==> src/rtl/cmprs_stream_rx.sv <==
// cmprs_stream_rx: FIFO-buffered CCSDS-123 sample receiver with depth formatting and BIL x/z/y tagging
module cmprs_stream_rx #(
   parameter int X_LEN      = 11,
   parameter int Y_LEN      = 6,
   parameter int Z_LEN      = 8,
   parameter int DATA_WIDTH = 16,
   parameter int FIFO_AW    = 5
) (
   input  logic                  sclk,
   input  logic                  rst_n,
   input  logic                  soft_clr,
   input  logic                  cfg_en,
   input  logic [X_LEN-1:0]      cfg_x_max,
   input  logic [Y_LEN-1:0]      cfg_y_max,
   input  logic [Z_LEN-1:0]      cfg_z_max,
   input  logic [4:0]            cfg_depth,
   input  logic                  cfg_signed,
   input  logic                  in_valid,
   output logic                  in_ready,
   input  logic [DATA_WIDTH-1:0] in_data,
   output logic                  out_valid,
   input  logic                  out_ready,
   output logic [DATA_WIDTH-1:0] out_data,
   output logic [X_LEN-1:0]      out_x,
   output logic [Y_LEN-1:0]      out_y,
   output logic [Z_LEN-1:0]      out_z,
   output logic                  out_first,
   output logic                  out_last,
   input  logic                  frame_release,
   output logic                  busy,
   output logic                  cfg_err,
   output logic [31:0]           img_bits
);
   localparam int CW = FIFO_AW + 1;
   typedef enum logic [1:0] {IDLE, RUN, HOLD} state_t;
   state_t state, state_nxt;
   logic [DATA_WIDTH-1:0] mem [2**FIFO_AW];
   logic [FIFO_AW-1:0] wr_ptr, rd_ptr;
   logic [CW-1:0] count;
   logic [X_LEN-1:0] x_max;
   logic [Y_LEN-1:0] y_max;
   logic [Z_LEN-1:0] z_max;
   logic [4:0] depth;
   logic sgn;
   logic push, pop, latch, err_nxt, cfg_ok, x_wrap, y_wrap, z_wrap, last;
   logic [DATA_WIDTH-1:0] head, mask, top;
   assign cfg_ok    = |cfg_x_max && |cfg_y_max && |cfg_z_max && cfg_depth != 5'd0 && cfg_depth <= 5'(DATA_WIDTH);
   assign busy      = state != IDLE;
   // count MSB set means exactly 2**FIFO_AW entries, i.e. full
   assign in_ready  = busy && !count[FIFO_AW];
   assign out_valid = state == RUN && count != '0;
   assign push      = in_valid && in_ready && !soft_clr;
   assign pop       = out_valid && out_ready && !soft_clr;
   assign x_wrap    = out_x == x_max - X_LEN'(1);
   assign z_wrap    = out_z == z_max - Z_LEN'(1);
   assign y_wrap    = out_y == y_max - Y_LEN'(1);
   assign last      = x_wrap && z_wrap && y_wrap;
   assign head      = mem[rd_ptr];
   // mask keeps D low bits; top isolates bit D-1 for the sign test
   assign mask      = ~({DATA_WIDTH{1'b1}} << depth);
   assign top       = mask ^ (mask >> 1);
   assign out_data  = out_valid ? ((head & mask) | ((sgn && |(head & top)) ? ~mask : '0)) : '0;
   assign out_first = out_valid && out_x == '0 && out_y == '0 && out_z == '0;
   assign out_last  = out_valid && last;
   // next state, config latch decision and config error detection
   always_comb begin
      state_nxt = state;
      latch     = 1'b0;
      err_nxt   = 1'b0;
      if (soft_clr) state_nxt = IDLE;
      else if (state == IDLE) begin
         latch     = cfg_en && cfg_ok;
         err_nxt   = cfg_en && !cfg_ok;
         state_nxt = latch ? RUN : IDLE;
      end else begin
         err_nxt = cfg_en;
         if (pop && last) state_nxt = HOLD;
         else if (state == HOLD && frame_release) state_nxt = RUN;
      end
   end
   // state, config registers and image size; config survives soft_clr
   always_ff @(posedge sclk or negedge rst_n) begin
      if (!rst_n) begin
         state    <= IDLE;
         cfg_err  <= 1'b0;
         img_bits <= '0;
         x_max    <= '0;
         y_max    <= '0;
         z_max    <= '0;
         depth    <= '0;
         sgn      <= 1'b0;
      end else begin
         state    <= state_nxt;
         cfg_err  <= err_nxt;
         img_bits <= 32'(x_max) * 32'(y_max) * 32'(z_max) * 32'(depth);
         if (latch) begin
            x_max <= cfg_x_max;
            y_max <= cfg_y_max;
            z_max <= cfg_z_max;
            depth <= cfg_depth;
            sgn   <= cfg_signed;
         end
      end
   end
   // FIFO storage, no reset needed since reads are gated by count
   always_ff @(posedge sclk) begin
      if (push) mem[wr_ptr] <= in_data;
   end
   // FIFO pointers and occupancy
   always_ff @(posedge sclk or negedge rst_n) begin
      if (!rst_n) begin
         wr_ptr <= '0;
         rd_ptr <= '0;
         count  <= '0;
      end else if (soft_clr) begin
         wr_ptr <= '0;
         rd_ptr <= '0;
         count  <= '0;
      end else begin
         if (push) wr_ptr <= wr_ptr + 1'b1;
         if (pop) rd_ptr <= rd_ptr + 1'b1;
         count <= count + CW'(push) - CW'(pop);
      end
   end
   // BIL position counters: x fastest, then z, then y
   always_ff @(posedge sclk or negedge rst_n) begin
      if (!rst_n) begin
         out_x <= '0;
         out_y <= '0;
         out_z <= '0;
      end else if (soft_clr) begin
         out_x <= '0;
         out_y <= '0;
         out_z <= '0;
      end else if (pop) begin
         out_x <= x_wrap ? '0 : out_x + 1'b1;
         out_z <= x_wrap ? (z_wrap ? '0 : out_z + 1'b1) : out_z;
         out_y <= (x_wrap && z_wrap) ? (y_wrap ? '0 : out_y + 1'b1) : out_y;
      end
   end
endmodule
==> config.mk <==
export PLATFORM = sky130hd
export DESIGN_NAME = cmprs_stream_rx
export DESIGN_NICKNAME = d
export VERILOG_FILES = /design/src/rtl/cmprs_stream_rx.sv
export SDC_FILE = /design/constraint.sdc
export NUM_CORES = 1
export LEC_CHECK = 0
export CAP_MARGIN = 20
export CELL_PAD_IN_SITES_DETAIL_PLACEMENT = 1
export CELL_PAD_IN_SITES_GLOBAL_PLACEMENT = 2
export CORE_ASPECT_RATIO = 1.25
export CORE_UTILIZATION = 35
export CTS_CLUSTER_SIZE = 12
export DETAILED_ROUTE_END_ITERATION = 8
export GPL_TIMING_DRIVEN = 1
export PLACE_DENSITY = 0.69
export SYNTH_ARGS = -nofsm -noshare
export SYNTH_HDL_FRONTEND = slang
export SYNTH_SLANG_ARGS = --single-unit
==> constraint.sdc <==
create_clock -name sclk -period 10.26 [get_ports sclk]
set_clock_uncertainty 0.1 [all_clocks]
set_input_delay 2.052 -clock sclk [delete_from_list [all_inputs] [get_ports sclk]]
set_output_delay 2.052 -clock sclk [all_outputs]
set_load 0.02 [all_outputs]
==> impl_metrics.prom <==
# TYPE chip_impl_metric gauge
chip_impl_info{name="outcome",value="finished, violations left"} 1
chip_impl_info{name="violations",value="negative setup slack"} 1
chip_impl_metric{name="drc_violations_left",unit=""} 0
chip_impl_metric{name="routed_via_count",unit=""} 23000
chip_impl_info{name="ys_top_cells_by_area",value="sky130_fd_sc_hd__edfxtp_1 43%, sky130_fd_sc_hd__fa_1 11%, sky130_fd_sc_hd__mux4_2 8.1%"} 1
chip_impl_metric{name="yosysWarningCount",unit=""} 0
chip_impl_metric{name="n_fill_cell",unit=""} 10300
chip_impl_metric{name="first_pass_iters",unit=""} 4
chip_impl_metric{name="drt_wl_total",unit="mm"} 101
chip_impl_metric{name="timing.slew.headroom",unit="%"} 32.5
chip_impl_metric{name="number_of_enable_type_register_cells_in_the_synthesized_netlist",unit=""} 512
chip_impl_metric{name="wl_per_cell",unit="um"} 22.8
chip_impl_metric{name="tritoncts.num_buffers",unit=""} 69
chip_impl_metric{name="grt_pass1_wl",unit="mm"} 156
chip_impl_metric{name="ys_ff_latch",unit=""} 617
chip_impl_metric{name="antenna_cells_inserted",unit=""} 0
chip_impl_metric{name="post_synthesis_to_final_layout_area_growth",unit="%"} 22.8
chip_impl_metric{name="postSynthCellCount",unit=""} 2687
chip_impl_metric{name="setup_viols_final",unit=""} 9
chip_impl_metric{name="holdBufCountCts",unit=""} 0
chip_impl_info{name="synth_flop_cell",value="sky130_fd_sc_hd__edfxtp_1"} 1
chip_impl_metric{name="cts.reportedPaths.clkPinSlew",unit="ps"} 60
chip_impl_metric{name="port_buffers",unit=""} 130
chip_impl_metric{name="global_route.overflow_total",unit=""} 0
chip_impl_metric{name="final_cell_utilization_of_the_core",unit="%"} 43.4
chip_impl_metric{name="min_period",unit="ps"} 10600
chip_impl_metric{name="antenna_found_initial",unit=""} 9
chip_impl_metric{name="core_area",unit="mm2"} 0.101
chip_impl_metric{name="track_usage",unit="%"} 20.1
chip_impl_metric{name="drt_iter0_drcs",unit=""} 1144
chip_impl_metric{name="row_count",unit=""} 130
chip_impl_metric{name="syn_area",unit="mm2"} 0.0355
chip_impl_metric{name="design.portCount",unit=""} 133
chip_impl_metric{name="tightest_slew",unit="ps"} 999
chip_impl_metric{name="cp_peak_stage_delay",unit="ps"} 540
chip_impl_metric{name="post_synth_arst_share",unit="%"} 17.0
chip_impl_metric{name="hpwlAfterDp",unit="mm"} 69.9
chip_impl_metric{name="critPathArrivalTime",unit="ps"} 11060
chip_impl_metric{name="top_cell_type_s_share_of_synthesized_area",unit="%"} 43.3
chip_impl_metric{name="clock_insertion_delay_worst_skew",unit="ps"} 620
chip_impl_info{name="setup.worst_path.start_class",value="register"} 1
chip_impl_info{name="holdCritPathClass",value="reg2reg"} 1
chip_impl_metric{name="critPathRequiredTime",unit="ps"} 10710
chip_impl_metric{name="synth-compound-area-share",unit="%"} 4.94
chip_impl_info{name="worst_setup_path_end_kind",value="register"} 1
chip_impl_metric{name="timing.final.ws_setup",unit="ps"} -345
chip_impl_metric{name="synth_adder_area_share",unit="%"} 15.7
chip_impl_metric{name="maxCapViolations",unit=""} 0
chip_impl_metric{name="h-tree-depth",unit=""} 3
chip_impl_info{name="synthTopCellsByCount",value="512 x sky130_fd_sc_hd__edfxtp_1, 257 x sky130_fd_sc_hd__inv_1, 199 x sky130_fd_sc_hd__nand2_1"} 1
chip_impl_metric{name="synth_mux_area_share",unit="%"} 10.7
chip_impl_info{name="most_used_standard_cell_by_instance_count_after_synthesis",value="sky130_fd_sc_hd__edfxtp_1"} 1
chip_impl_metric{name="drive_above_1_share",unit="%"} 23.3
chip_impl_metric{name="numClockSinks",unit=""} 617
chip_impl_metric{name="post_synth_xor_area_fraction",unit="%"} 2.54
chip_impl_metric{name="drt-vias-per-instance",unit=""} 5.22
chip_impl_metric{name="ant_nets",unit=""} 0
chip_impl_metric{name="fmax",unit="MHz"} 94.3
chip_impl_metric{name="avgSynthCellArea",unit="um2"} 13.2
chip_impl_metric{name="floorplan.die_area",unit="mm2"} 0.103
chip_impl_info{name="main_combinational_cell_family_by_area_after_synthesis",value="adder cells"} 1
chip_impl_info{name="cpMaxStageDelayCell",value="sky130_fd_sc_hd__fa_1"} 1
chip_impl_metric{name="die_w",unit="um"} 287
chip_impl_metric{name="die-height",unit="um"} 358
chip_impl_metric{name="final_hold_violating_endpoints",unit=""} 0
chip_impl_metric{name="ys_seq_area_share",unit="%"} 50.7
chip_impl_metric{name="ys_types",unit=""} 73
chip_impl_info{name="timing.critical_path.mode_cell",value="sky130_fd_sc_hd__fa_1"} 1
chip_impl_metric{name="gp_congestion",unit=""} 0.825
chip_impl_metric{name="final.period_utilization",unit="%"} 103
chip_impl_metric{name="cts-root-to-sink-buffers",unit=""} 3
chip_impl_info{name="tritoncts_clock_tree",value="yes"} 1
chip_impl_metric{name="synth_simple_gate_area_share",unit="%"} 11.2
chip_impl_metric{name="grt_start_max_net_pins",unit=""} 66
chip_impl_metric{name="crit_path_max_fanout",unit=""} 3
chip_impl_info{name="critPathKind",value="reg2reg"} 1
chip_impl_metric{name="nNetsFinal",unit=""} 3433
chip_impl_metric{name="initial_cell_density_of_the_core",unit="%"} 35.3
chip_impl_info{name="cts_root_buffer",value="sky130_fd_sc_hd__clkbuf_16"} 1
chip_impl_info{name="synthDominantAreaCellType",value="sky130_fd_sc_hd__edfxtp_1"} 1
chip_impl_info{name="grt_setup_unrepaired",value="yes"} 1
chip_impl_metric{name="finalMaxSlewViolations",unit=""} 0
chip_impl_metric{name="via_count_of_the_first_global_routing_pass",unit=""} 26200
-- layout by cell type (no fill, tap or decap), types with 42 or more instances in the layout --
cell and instances:
sky130_fd_sc_hd__edfxtp_1 512, sky130_fd_sc_hd__buf_4 252, sky130_fd_sc_hd__inv_1 243, sky130_fd_sc_hd__nand2_1 195, sky130_fd_sc_hd__fa_1 193, sky130_fd_sc_hd__and2_1 173, sky130_fd_sc_hd__clkdlybuf4s50_1 129, sky130_fd_sc_hd__mux4_2 127
sky130_fd_sc_hd__nor2_1 122, sky130_fd_sc_hd__ha_1 105, sky130_fd_sc_hd__dfrtp_1 97, sky130_fd_sc_hd__clkbuf_16 72, sky130_fd_sc_hd__mux2i_1 54, sky130_fd_sc_hd__xnor2_1 54, sky130_fd_sc_hd__o21ai_0 52, sky130_fd_sc_hd__nand3_1 42
-- worst paths after layout --
check	start	to	slack (ps)	depth (start not counted)
worst min register to register	depth[1]	depth[1]	420	1
worst min-delay path	depth[1]	depth[1]	420	1
max in group asynchronous	rst_n	rd_ptr[0]	7400	2
worst max-delay path	y_max[0]	img_bits[26]	-340	45
worst max register to register	y_max[0]	img_bits[26]	-340	45
min in group asynchronous	rst_n	z_max[4]	1270	1
-- cell families (layout without fill, tap and decap cells) --
family	after synthesis	count (layout)
compound gates	266	266
xor+xnor	103	103
fa+ha+maj	327	327
buf+inv	383	787
flops	617	617
mux	216	216
other cells	1	2
simple gates	774	774
-- worst max-delay path, delay by kind of cell (launching register included) --
family	cells	cell delay, ps
xor+xnor	3	490
fa+ha+maj	13	5550
simple gates	8	1440
compound gates	11	1820
flops	1	410
buf+inv	10	750
-- metal layers --
layer / routed length (um) / part of all wire, % / global-route usage, % / up-vias
met3: 4030 / 4.0 / 2.98 / 151
met2: 55300 / 55 / 38.6 / 430
met5: 83 / 0.082 / 0 / -
met4: 2470 / 2.5 / 5.64 / 12
li1: - / - / - / 10300
met1: 38900 / 39 / 22.7 / 12200
-- registers in the layout, summed over array words and instances, names as in the netlist --
signal and cells:
out_x 11, out_z 8, mem 512, cfg_err 1, depth 5, state 2
wr_ptr 5, z_max 8, rd_ptr 5, sgn 1, x_max 11, y_max 6
count 6, img_bits 30, out_y 6
-- what timing repair did --
action / CTS / global route
gates resized for setup: 85 / 71
pin swaps: 100 / 84
endpoints found under the setup margin: 13 / 17
gates cloned: 0 / 0
setup buffers: 19 / 20
-- final cells by class --
class	instances	area [um2]	area share, %
Tap cell	1320	1650	3.78
Clock inverter	23	343	0.786
Clock buffer	88	1840	4.21
Sequential cell	617	18000	41.3
Multi-Input combinational cell	1688	17000	39.0
Timing Repair Buffer	418	3780	8.67
Inverter	258	968	2.22
-- metrics by stage --
step / TNS [ps] / area (um2) / cells / setup WS [ps] / hold slack [ps]
after CTS: -1370 / 42900 / 4379 / -305 / 426
after global routing: -7260 / 43600 / 4412 / -813 / 456
after global placement: -3280 / 40100 / 4248 / -441 / 398
after detailed placement: -4890 / 40100 / 4250 / -600 / 411
after floorplan: -464 / 35900 / 2688 / -146 / 395
final: -2180 / 43600 / 4412 / -345 / 422
Power is left out: the tool's default activity adds up to more than one toggle a clock period on the data nets, which glitch-free logic cannot reach.
